===== src/rtl/gray_pkg.sv =====
// Shared definitions for the Gray-code stream receive path.
// Contents: default code width, FSM state encoding (FIRST, TRACK),
// gray2bin / bin2gray helpers on a CODE_MAX_W-bit container.
// Callers narrower than CODE_MAX_W zero-extend their input and truncate
// the result. This is exact because zero upper Gray bits decode to zero
// upper binary bits.
package gray_pkg;

   localparam int unsigned GRAY_W_DEFAULT = 5;
   localparam int unsigned CODE_MAX_W     = 32;

   typedef logic [0:0] state_t;
   localparam state_t FIRST = 1'b0;
   localparam state_t TRACK = 1'b1;

   // Prefix XOR from the MSB down.
   function automatic logic [CODE_MAX_W-1:0] gray2bin(input logic [CODE_MAX_W-1:0] g);
      logic [CODE_MAX_W-1:0] b;
      b[CODE_MAX_W-1] = g[CODE_MAX_W-1];
      for (int i = CODE_MAX_W - 2; i >= 0; i--) begin
         b[i] = b[i+1] ^ g[i];
      end
      return b;
   endfunction

   function automatic logic [CODE_MAX_W-1:0] bin2gray(input logic [CODE_MAX_W-1:0] b);
      return b ^ (b >> 1);
   endfunction

endpackage


===== src/rtl/gray_stream_decoder_gray_to_bin.sv =====
// Combinational Gray-to-binary converter.
// Ports: gray (WIDTH-bit Gray code in), bin (WIDTH-bit binary out).
// WIDTH must not exceed gray_pkg::CODE_MAX_W.
module gray_to_bin
   import gray_pkg::*;
#(
   parameter int unsigned WIDTH = GRAY_W_DEFAULT
) (
   input  logic [WIDTH-1:0] gray,
   output logic [WIDTH-1:0] bin
);

   always_comb begin
      bin = WIDTH'(gray2bin(CODE_MAX_W'(gray)));
   end

endmodule


===== src/rtl/gray_stream_decoder.sv =====
// Gray-coded counter link receiver.
// Accepts Gray samples on a valid/ready handshake and decodes each one to
// binary. It checks that each sample is a single step (up or down, with
// wrap) from the previous sample, and presents the binary value with the
// step_up and step_err sideband from one output register.
// Ports:
//   clk, rst           rising-edge clock, synchronous active-high reset
//   gray_vld/gray_in   input sample handshake and data
//   gray_rdy           high when the output register is empty or draining
//   bin_rdy            downstream accept
//   bin_vld/bin_out    output valid and decoded binary value
//   step_up/step_err   step classification, qualified by bin_vld
//   err_clr/err_cnt    saturating step-error counter and clear
//                      (present only with GRAY_STREAM_DECODER_ERR_CNT_EN)
// Optional feature macro: GRAY_STREAM_DECODER_ERR_CNT_EN
module gray_stream_decoder
   import gray_pkg::*;
#(
   parameter int unsigned WIDTH = GRAY_W_DEFAULT,
   parameter int unsigned ERR_W = 8
) (
   input  logic             clk,
   input  logic             rst,
   input  logic             gray_vld,
   input  logic [WIDTH-1:0] gray_in,
   output logic             gray_rdy,
   input  logic             bin_rdy,
`ifdef GRAY_STREAM_DECODER_ERR_CNT_EN
   input  logic             err_clr,
   output logic [ERR_W-1:0] err_cnt,
`endif
   output logic             bin_vld,
   output logic [WIDTH-1:0] bin_out,
   output logic             step_up,
   output logic             step_err
);

   // Reject unusable parameter values at elaboration.
   if (WIDTH < 2 || WIDTH > CODE_MAX_W || ERR_W < 1) begin : g_param_check
      $error("gray_stream_decoder: unsupported WIDTH/ERR_W");
   end

   logic             accept;
   logic [WIDTH-1:0] bin_c;
   logic [WIDTH-1:0] prev_q;
   logic [WIDTH-1:0] prev_inc;
   logic [WIDTH-1:0] prev_dec;
   state_t           state_q;
   state_t           state_d;
   logic             step_up_d;
   logic             step_err_d;

   // A single output register can accept a new sample while it drains.
   always_comb begin
      gray_rdy = !bin_vld || bin_rdy;
      accept   = gray_vld && gray_rdy;
   end

   gray_to_bin #(.WIDTH(WIDTH)) u_gray_to_bin (
      .gray (gray_in),
      .bin  (bin_c)
   );

   // State register.
   always_ff @(posedge clk) begin
      if (rst) begin
         state_q <= FIRST;
      end else begin
         state_q <= state_d;
      end
   end

   // Next state and step classification. The increment and decrement wrap
   // modulo 2^WIDTH by truncation.
   always_comb begin
      state_d    = state_q;
      step_up_d  = 1'b0;
      step_err_d = 1'b0;
      prev_inc   = prev_q + WIDTH'(1);
      prev_dec   = prev_q - WIDTH'(1);
      case (state_q)
         FIRST: begin
            if (accept) begin
               state_d = TRACK;
            end
         end
         TRACK: begin
            if (accept) begin
               if (bin_c == prev_inc) begin
                  step_up_d = 1'b1;
               end else if (bin_c != prev_dec) begin
                  step_err_d = 1'b1;
               end
            end
         end
         default: begin
            state_d = FIRST;
         end
      endcase
   end

   // The reference always follows the latest accepted sample. An error
   // therefore resynchronises on the new value.
   always_ff @(posedge clk) begin
      if (rst) begin
         prev_q <= '0;
      end else if (accept) begin
         prev_q <= bin_c;
      end
   end

   // Output register. It holds its value while stalled and reloads in the
   // same cycle that the downstream side drains it.
   always_ff @(posedge clk) begin
      if (rst) begin
         bin_vld  <= 1'b0;
         bin_out  <= '0;
         step_up  <= 1'b0;
         step_err <= 1'b0;
      end else if (accept) begin
         bin_vld  <= 1'b1;
         bin_out  <= bin_c;
         step_up  <= step_up_d;
         step_err <= step_err_d;
      end else if (bin_rdy) begin
         bin_vld  <= 1'b0;
      end
   end

`ifdef GRAY_STREAM_DECODER_ERR_CNT_EN
   // Saturating error counter. A clear wins over a simultaneous increment.
   always_ff @(posedge clk) begin
      if (rst) begin
         err_cnt <= '0;
      end else if (err_clr) begin
         err_cnt <= '0;
      end else if (accept && step_err_d && (err_cnt != {ERR_W{1'b1}})) begin
         err_cnt <= err_cnt + ERR_W'(1);
      end
   end
`endif

endmodule


===== config.mk =====
export PLATFORM = sky130hd
export DESIGN_NAME = gray_stream_decoder
export DESIGN_NICKNAME = d
export VERILOG_FILES = /design/src/rtl/gray_pkg.sv /design/src/rtl/gray_stream_decoder_gray_to_bin.sv /design/src/rtl/gray_stream_decoder.sv
export SDC_FILE = /design/constraint.sdc
export NUM_CORES = 1
export LEC_CHECK = 0
export ABC_AREA = 1
export CAP_MARGIN = 10
export CORE_MARGIN = 2
export CORE_UTILIZATION = 25
export CTS_CLUSTER_SIZE = 14
export DETAILED_ROUTE_END_ITERATION = 10
export DONT_BUFFER_PORTS = 1
export PLACE_DENSITY = 0.49
export SYNTH_ARGS = -nofsm -noshare
export SYNTH_HDL_FRONTEND = slang
export SYNTH_SLANG_ARGS = --single-unit

===== constraint.sdc =====
create_clock -name clk -period 2.02 [get_ports clk]
set_input_delay 0.202 -clock clk [delete_from_list [all_inputs] [get_ports clk]]
set_output_delay 0.202 -clock clk [all_outputs]
set_load 0.02 [all_outputs]

; Word level (Yosys, flattened, before mapping)
; Cells that the tools add are included.
[word_totals]
mem_bits_ro = 0
word_cells = 26
output_inout_bits = 9
latchBits = 0
regBits = 9
mem_count = 0
input_bits = 9
mem_bits_rw = 0
[op_classes]
n_div = 0
shift = 0
eq_ne = 2
bitwise_logic = 4
n_reduce_logical = 4
mul = 0
muxes = 9
magnitude_cmp = 0
n_addsub = 2
[ops]
columns = cell, n
row1 = 1-bit two-way mux, 9
row2 = "5-bit by 1-bit adder with 5-bit output, second input constant", 1
row3 = 5-bit == test, 1
row4 = 5-bit != test, 1
row5 = "5-bit by 1-bit subtractor with 5-bit output, second input constant", 1
row6 = 1-bit XOR, 4
row7 = 2-bit nonzero test, 1
row8 = 1-bit logical AND, 1
row9 = 1-bit logical NOT, 1
row10 = 1-bit logical OR, 1

; Longest topological paths before layout
; Gate-level depths: netlist of the first run.
[logic_depth]
word_depth = 8
depth_mapped = 13

; Hierarchy
; A second synthesis of the first run with hierarchy kept.
[hier_totals]
hier_cells = 128
area_unflattened_um2 = 735.7
[by_module_without_submodules]
columns = module, n_inst, cells_each, area_per_inst_um2
row1 = gray_stream_decoder, 1, 104, 608.1
row2 = gray_to_bin, 1, 24, 127.6

; Worst setup path after synthesis of the first run
; Ideal clock, no wire load.
[synth_path]
path_type = reg-to-reg
startpoint = reg bin_out[0] (netlist name)
endpoint = reg step_err
arrival_time_ps = 1491
path_stages_with_launch = 11
slack_ps = 397
setup_ps = 132
cell_sequence = dfxtp_1 inv_1 ha_1 xnor2_1 nand3_1 nand2_1 nand3_1 nor2_1 nand2_1 nand3_1 a21oi_1
[synth_rtl]
columns = item, line_no
row1 = end signal: assignment, gray_stream_decoder.sv:124  ; step_err <= step_err_d;
row2 = end: declaration, gray_stream_decoder.sv:35  ; output logic step_err

==> results.json, run 1 <==
{
  "fill_cells": 316,
  "ant_nets": 0,
  "fp.dieW_um": 58.98,
  "ys_ff_latch": 9,
  "critPathTopFamily": "simple AND/OR/NAND/NOR gates",
  "period_minus_slack_ns": 1.583,
  "tightestPinTransition_ns": 0.4443,
  "drv_cap": 0,
  "syn_area_per_cell_um2": 6.572,
  "grtUsageTotal": 0.1191,
  "fin_ws_ns": 0.4370,
  "netlist_area_um2": 755.7,
  "final.setup.tns_ns": 0,
  "irDropWorstVdd_v": 0.0001576,
  "cp-start-kind": "register",
  "cts_tree": "yes",
  "crit_path_top_delay_cell": "dfxtp_1",
  "yosys.area.top_type_share": 0.2384,
  "cts-root-buf": "clkbuf_4",
  "setup_viol": 0,
  "drc_errors": 0,
  "final_common_cell": "nand2_1",
  "start_util": 0.2694,
  "min-delay-path-class": "in -> reg",
  "rsz0062_at_grt": "no",
  "cts-htree-levels": 1,
  "hpwl_um": 1453,
  "path_class": "reg -> reg",
  "antenna_found_initial": 0,
  "routed-via-count": 734,
  "grt_pass1_vias": 721,
  "drt-vias-per-instance": 4.893,
  "final_cell_mix": "25 x nand2_1, 19 x nand3_1, 18 x inv_1, 9 x dfxtp_1",
  "synth.distinct_cells": 22,
  "final_max_slew_viol_count": 0,
  "clk_pin_slew_worst_paths_ns": 0.08,
  "fin_worst_skew_ns": 0.005207,
  "synth_top_cell_by_area": "dfxtp_1",
  "post_cts_buffers": 0,
  "max_freq_mhz": 631.7,
  "numCtsBuffers": 3,
  "routedWlPerCell_um": 12.18,
  "place_ws_ns": 0.4573,
  "ios": 18,
  "final_hold_viol_count": 0,
  "grt_max_degree": 14,
  "wirelength_um": 1827,
  "leakagePower_nw": 0.4182,
  "cts_resized": 0,
  "grt_pass1_wl_um": 3125,
  "firstDrtPassIters": 4,
  "status": "finished, final reports clean",
  "worstPathRequired_ns": 2.17,
  "end_kind": "register",
  "dieArea_um2": 3479,
  "cts_hold_buf": 1,
  "path_max_fanout": 5,
  "final_core_util": 0.2971,
  "cp_cell_sequence": "ha_1 > nand3_1 > xor2_1 > nand3b_1 > nor2_4 > nand2_1 > nand3_1 > a21oi_1",
  "cp_slowest_stage_delay_ns": 0.42,
  "finalWeightedCongestion": 0.7880,
  "die_h_um": 58.98,
  "whs_ns": 0.06447,
  "maxSlewHeadroom": 0.7034,
  "final_nets": 131,
  "syn2layout_area_growth_pct": 10.26,
  "period_share": 0.7837,
  "synth_area_leaders": "dfxtp_1 24%, nand3_1 13%, nand2_1 12%",
  "power_density_nw_per_um2": 658.8,
  "num_rows": 19,
  "synth_warnings": 0,
  "globalRouteOverflowTotal": 0,
  "syn_nets": 126,
  "seq_area_um2": 180.2,
  "synthCells": 115,
  "drt-initial-drc-count": 30,
  "worst_path_most_repeated_cell": "nand3_1",
  "ys_seq_area_frac": 0.2384,
  "crit_buf_inv": 0,
  "coreArea_um2": 2805,
  "drive_gt1_frac": 0.1849,
  "clk_latency_ns": 0.28,
  "cts_max_path_buffers": 2,
  "cp_data_arrival_time_ns": 1.74,
  "multi_input_area_um2": 488.0,
  "port_buffers": 0,
  "cts_sinks": 9,
  "antenna_cells": 0
}
through the flow:
| step | power (W) | instance area [µm²] | std cells |
|---|---|---|---|
| finish | 0.0005490 | 833.3 | 150 |
| global route | 0.0005842 | 833.3 | 150 |
| CTS | 0.0005514 | 833.3 | 150 |
| detailed placement | 0.0003934 | 797.0 | 145 |
| global placement | 0.0003902 | 797.0 | 145 |
| floorplan | 0.0003625 | 755.7 | 115 |
logic make-up after synthesis:
group / synth area share
AOI/OAI and AO/OA: 0.08444
xor gates and xnor gates: 0.05796
adders and majority gates: 0.03311
buffers and inverters: 0.1159
DFF: 0.2384
and+or+nand+nor: 0.4702
power breakdown:
part / leakage (nW) / switching (W) / total, W / internal, W
Sequential: 0.0745 / 0.0000237 / 0.000214 / 0.000190
Clock: 0.0150 / 0.0000797 / 0.000156 / 0.0000766
Combinational: 0.329 / 0.000112 / 0.000179 / 0.0000669
metal layers:
metal / global-route usage / vias to the layer above / routed length [µm]
li1: - / 379 / -
met1: 0.1493 / 336 / 820
met2: 0.1984 / 17 / 917
met5: 0 / - / 0
met3: 0.01747 / 2 / 73
met4: 0.05844 / 0 / 15
worst min-delay path, delay by kind of cell:
family | cells | cell delay [ns]
AND/OR/NAND/NOR | 1 | 0.05
AO/OA/AOI/OAI | 1 | 0.02
buffers and inverters | 1 | 0.03
flip-flops by register name, summed over array words and instances, names as in the netlist:
signal / flops
step_err: 1
bin_vld: 1
state_q: 1
step_up: 1
bin_out: 5
final timing paths:
path / from / to / slack (ns) / cells past startpoint
max: bin_out[1] / step_err / 0.44 / 8
min: rst / bin_out[0] / 0.06 / 3
max reg2reg: bin_out[1] / step_err / 0.44 / 8
min reg2reg: state_q / state_q / 0.46 / 2
area by class of cell:
cell class,count,area share
Multi-Input combinational cell,83,0.5856
Sequential cell,9,0.2162
Inverter,20,0.09009
Tap cell,31,0.04655
Clock buffer,4,0.03153
Timing Repair Buffer,3,0.03003
synth_stat cells:
cell type and count:
a21oi_2 1, nand2_4 3, o21ai_0 2, nor2_1 4, xnor2_1 3, ha_1 2, a21oi_1 6, xor2_1 2
clkbuf_1 1, a211oi_1 2, nand3_2 6, nand2_1 25, nand2_2 4, buf_1 1, inv_2 2, buf_2 1
dfxtp_1 9, nor2_4 1, nand4_1 1, nand3b_1 2, nand3_1 19, inv_1 18
Power figures use the tool's default switching activity.
==> run 2, diff against run 1 <==
PLACE_DENSITY = 0.51   (was 0.49)
clock period = 1.4 ns   (was 2.02 ns; I/O delays follow)
==> run 2 against run 1 <==
The run now ends with design-rule violations, negative hold slack, negative setup slack left; via count rose by 0.82%; flip-flop and latch count did not move; maximum frequency rose by 11%; first-iteration DRC count fell by 43%; routed wire length fell by 1.8%; global-route usage rose by 0.12 points; die area did not move; critical path depth fell by 1; hold slack got worse by 0.13 ns; largest power group is now combinational cells.
==> results.json, run 2 (synthesized netlist as in run 1, its figures left out) <==
{
  "maxSlewHeadroom": 0.7366,
  "whs_ns": -0.06270,
  "clk_pin_slew_worst_paths_ns": 0.07,
  "irDropWorstVdd_v": 0.0003656,
  "final_hold_viol_count": 6,
  "period_minus_slack_ns": 1.424,
  "drc_errors": 1,
  "start_util": 0.2694,
  "grt_max_degree": 10,
  "rsz0062_at_grt": "yes",
  "hpwl_um": 1537,
  "ant_nets": 0,
  "cts_tree": "yes",
  "ios": 18,
  "period_share": 1.017,
  "drive_gt1_frac": 0.3101,
  "final_max_slew_viol_count": 0,
  "fin_worst_skew_ns": 0.004154,
  "grtUsageTotal": 0.1202,
  "fin_ws_ns": -0.02420,
  "port_buffers": 0,
  "worstPathRequired_ns": 1.55,
  "largest_register_ffs": 5,
  "cp_data_arrival_time_ns": 1.58,
  "die_h_um": 58.98,
  "drv_cap": 0,
  "final_common_cell": "nand2_1",
  "leakagePower_nw": 0.4743,
  "final.setup.tns_ns": -0.02420,
  "cts_sinks": 9,
  "fp.dieW_um": 58.98,
  "routed-via-count": 740,
  "cp-start-kind": "register",
  "dieArea_um2": 3479,
  "clk_latency_ns": 0.26,
  "status": "finished, violations left",
  "num_rows": 19,
  "end_kind": "register",
  "cts-root-buf": "clkbuf_4",
  "grt_pass1_wl_um": 3194,
  "wirelength_um": 1795,
  "grt_pass1_vias": 714,
  "routedWlPerCell_um": 11.22,
  "firstDrtPassIters": 7,
  "max_freq_mhz": 702.1,
  "cts-htree-levels": 1,
  "min-delay-path-class": "in -> reg",
  "path_max_fanout": 2,
  "syn2layout_area_growth_pct": 25.33,
  "antenna_found_initial": 0,
  "drt-vias-per-instance": 4.625,
  "numCtsBuffers": 3,
  "violations": "design-rule violations, negative hold slack, negative setup slack",
  "antenna_cells": 0,
  "finalWeightedCongestion": 0.8698,
  "regMostFlops": "bin_out",
  "final_nets": 141,
  "power_density_nw_per_um2": 863.1,
  "path_class": "reg -> reg",
  "final_cell_mix": "25 x nand2_1, 19 x nand3_1, 17 x inv_1, 13 x buf_4",
  "globalRouteOverflowTotal": 0,
  "setup_viol": 1,
  "drt-initial-drc-count": 17,
  "cts_max_path_buffers": 2,
  "cts_resized": 0,
  "tightestPinTransition_ns": 0.3922,
  "coreArea_um2": 2805
}
[run 2: changes by cell type in the layout (fill, tap and decap cells not counted), sizes merged]
cell,previous run,this run
buf,2,13
dlygate4sd3,1,0
[run 2: metrics by stage]
| step | std cells | total power, W | setup slack (ns) | utilization | instance area, µm² |
|---|---|---|---|---|---|
| 6_report | 160 | 0.0008175 | -0.02420 | 0.3376 | 947.2 |
| 5_1_grt | 160 | 0.0008902 | -0.1533 | 0.3376 | 947.2 |
| 4_1_cts | 160 | 0.0008372 | -0.03640 | 0.3376 | 947.2 |
| 3_5_place_dp | 155 | 0.0006183 | -0.03232 | 0.3256 | 913.4 |
| 3_3_place_gp | 155 | 0.0006148 | -0.01707 | 0.3256 | 913.4 |
| 2_1_floorplan | 115 | 0.0005406 | 0.01001 | - | 797.0 |
[run 2: metal layers]
metal  up-vias  track usage  routed length [µm]
met4         0      0.06818                  39
met3         4     0.006550                  40
li1        397            -                   -
met1       330       0.1570                 835
met5         -            0                   0
met2         9       0.1968                 878
[run 2: report_power, final]
| group | internal [W] | switching (W) | leakage [nW] | total [W] |
|---|---|---|---|---|
| clock | 0.000110 | 0.0000959 | 0.0150 | 0.000206 |
| sequential | 0.000275 | 0.0000231 | 0.0760 | 0.000299 |
| combinational | 0.000134 | 0.000179 | 0.383 | 0.000313 |
[run 2: worst paths after layout]
path	end	cells after the start	start	slack [ns]
setup reg to reg	step_err	7	bin_out[4]	-0.02
hold reg to reg	state_q	2	state_q	0.46
hold / removal	step_up	1	rst	-0.06
setup / recovery	step_err	7	bin_out[4]	-0.02
[run 2: critical path, cell delays in order, from the launching register on]
cell and delay [ns]:
dfxtp_1 0.32, xnor2_1 0.35, xor2_1 0.11, nand3b_1 0.24
nor2_4 0.12, nand2_1 0.06, nand3_1 0.06, a21oi_1 0.06
[run 2: what timing repair did]
item / 4_1_cts / 5_1_grt
hold endpoints to repair: 6 / 6
setup buffers: 1 / 0
pin swaps: 0 / 0
endpoints found under the setup margin: 2 / 2
[run 2: area by class of cell]
type | count | area, µm²
clock buffer | 4 | 26.28
fill | 314 | 1858
inverter | 20 | 75.07
multi-input combinational | 83 | 520.5
sequential | 9 | 188.9
tap | 31 | 38.79
timing repair buffer | 13 | 97.59
==> run 3, diff against run 2 <==
CORE_MARGIN = unset   (was 2)
CORE_UTILIZATION = 35   (was 25)
PLACE_DENSITY = 0.62   (was 0.51)
==> run 3 against run 2 <==
The run ends with negative hold slack, negative setup slack left; setup slack worse by 0.024 ns; via count is 0.41% higher; global-route usage is 3.1 points higher; hold slack worse by 0.010 ns.
==> results.json, run 3 (synthesized netlist as in run 1, its figures left out) <==
{
  "dieArea_um2": 2349,
  "numCtsBuffers": 3,
  "place_ws_ns": -0.03034,
  "maxSlewHeadroom": 0.7369,
  "power_density_nw_per_um2": 873.9,
  "grt_pass1_wl_um": 2760,
  "whs_path_depth": 1,
  "firstDrtPassIters": 4,
  "violations": "negative hold slack, negative setup slack",
  "worstPathRequired_ns": 1.56,
  "drt-initial-drc-count": 8,
  "clk_latency_ns": 0.26,
  "cp-start-kind": "register",
  "drv_cap": 0,
  "status": "finished, violations left",
  "final_cell_mix": "25 x nand2_1, 19 x nand3_1, 17 x inv_1, 10 x buf_4",
  "total_power_w": 0.0008124,
  "grtUsageTotal": 0.1510,
  "setup_viol": 2,
  "grt_max_degree": 14,
  "drive_gt1_frac": 0.3016,
  "cts_tree": "yes",
  "grt_pass1_vias": 669,
  "cp_slowest_stage_delay_ns": 0.37,
  "crit_path_top_delay_cell": "dfxtp_4",
  "fill_cells": 211,
  "period_minus_slack_ns": 1.448,
  "irDropWorstVdd_v": 0.0003773,
  "dp.cells": 149,
  "hold_end": "step_up",
  "end_kind": "register",
  "r2r-start": "bin_out[0]",
  "regMostFlops": "bin_out",
  "whs_ns": -0.07278,
  "tightestPinTransition_ns": 0.3937,
  "crit_buf_inv": 0,
  "r2r_slack_ns": -0.05,
  "worstReg2RegEnd": "step_err",
  "final_core_util": 0.4644,
  "fin_ws_ns": -0.04824,
  "cp_data_arrival_time_ns": 1.61,
  "antenna_found_initial": 0,
  "final_nets": 138,
  "final_hold_viol_count": 6,
  "ant_nets": 0,
  "post_cts_buffers": 0,
  "largest_register_ffs": 5,
  "path_max_fanout": 5,
  "num_rows": 16,
  "final_max_slew_viol_count": 0,
  "globalRouteOverflowTotal": 0,
  "crit_cells": 9,
  "path_class": "reg -> reg",
  "finalWeightedCongestion": 0.8257,
  "port_buffers": 0,
  "reg2reg_depth": 9,
  "final_common_cell": "nand2_1",
  "routedWlPerCell_um": 10.75,
  "syn2layout_area_growth_pct": 23.01,
  "clk_pin_slew_worst_paths_ns": 0.06,
  "fp.dieW_um": 48.47,
  "coreArea_um2": 2002,
  "hpwl_um": 1363,
  "drt-vias-per-instance": 4.856,
  "rsz0062_at_grt": "yes",
  "ios": 18,
  "max_freq_mhz": 690.5,
  "hp-start": "rst",
  "cts-root-buf": "clkbuf_4",
  "period_share": 1.034,
  "routed-via-count": 743,
  "leakagePower_nw": 0.4601,
  "crit_start": "bin_out[0]",
  "antenna_cells": 0,
  "final_cells": 153,
  "critPathTopFamily": "simple AND/OR/NAND/NOR gates",
  "wirelength_um": 1644,
  "drc_errors": 0,
  "cts-htree-levels": 1,
  "cts_sinks": 9,
  "die_h_um": 48.47,
  "cts_max_path_buffers": 2,
  "min-delay-path-class": "in -> reg",
  "cp_cell_sequence": "ha_4 > xor2_2 > nand3b_1 > nand2_1 > nand3b_1 > nor2_4 > nand2_1 > nand3_1 > a21oi_1",
  "fin_worst_skew_ns": 0.0003615,
  "start_util": 0.3775
}
run 3: cell types whose count changed in the layout (fill, tap and decap cells not counted):
cell	previous run	this run
buf_4	13	10
xor2_1	2	1
dfxtp_4	2	3
dfxtp_2	1	0
xor2_2	0	1
run 3: worst max path at each step:
stage	endpoint	slack, ns
after floorplan	step_err	0.01
after CTS	step_err	-0.04
after global routing	step_err	-0.12
after global placement	step_err	0.002
after detailed placement	step_err	-0.03
final	step_err	-0.05
run 3: timing repair:
| item | in CTS | in global routing |
|---|---|---|
| endpoints found under the hold margin | 6 | 6 |
| setup endpoints to repair | 1 | 2 |
| pin swaps | 0 | 2 |
| gates resized for setup | 0 | 2 |
| gates cloned | 0 | 0 |
run 3: metrics by stage:
step / hold WS [ns] / area (µm²) / TNS, ns
after floorplan: 0.3184 / 797.0 / 0
after global placement: 0.2056 / 893.4 / 0
after detailed placement: 0.2042 / 893.4 / -0.03034
after CTS: -0.08372 / 919.6 / -0.04410
after global routing: -0.08080 / 929.6 / -0.1892
final: -0.07278 / 929.6 / -0.06787
run 3: layer usage:
metal  vias to the layer above  global-route usage  part of all wire
li1                        389                   -                 -
met1                       339              0.1846              0.48
met2                        13              0.2582              0.48
met3                         2            0.009434             0.021
met4                         0             0.09314             0.019
met5                         -                   0                 0
run 3: layout make-up:
cell class	count	area, µm²	area share
well taps	27	33.78	0.03634
flip-flops and latches	9	191.4	0.2059
repair buffers	10	75.07	0.08075
multi-input cells	83	528.0	0.5680
clock buffers	4	26.28	0.02826
inverters	20	75.07	0.08075
run 3: report_power, final:
group          total (W)  switching, W  internal [W]
logic           0.000304      0.000176      0.000128
clock network   0.000208     0.0000975      0.000110
registers       0.000300     0.0000255      0.000275
total           0.000812      0.000299      0.000513
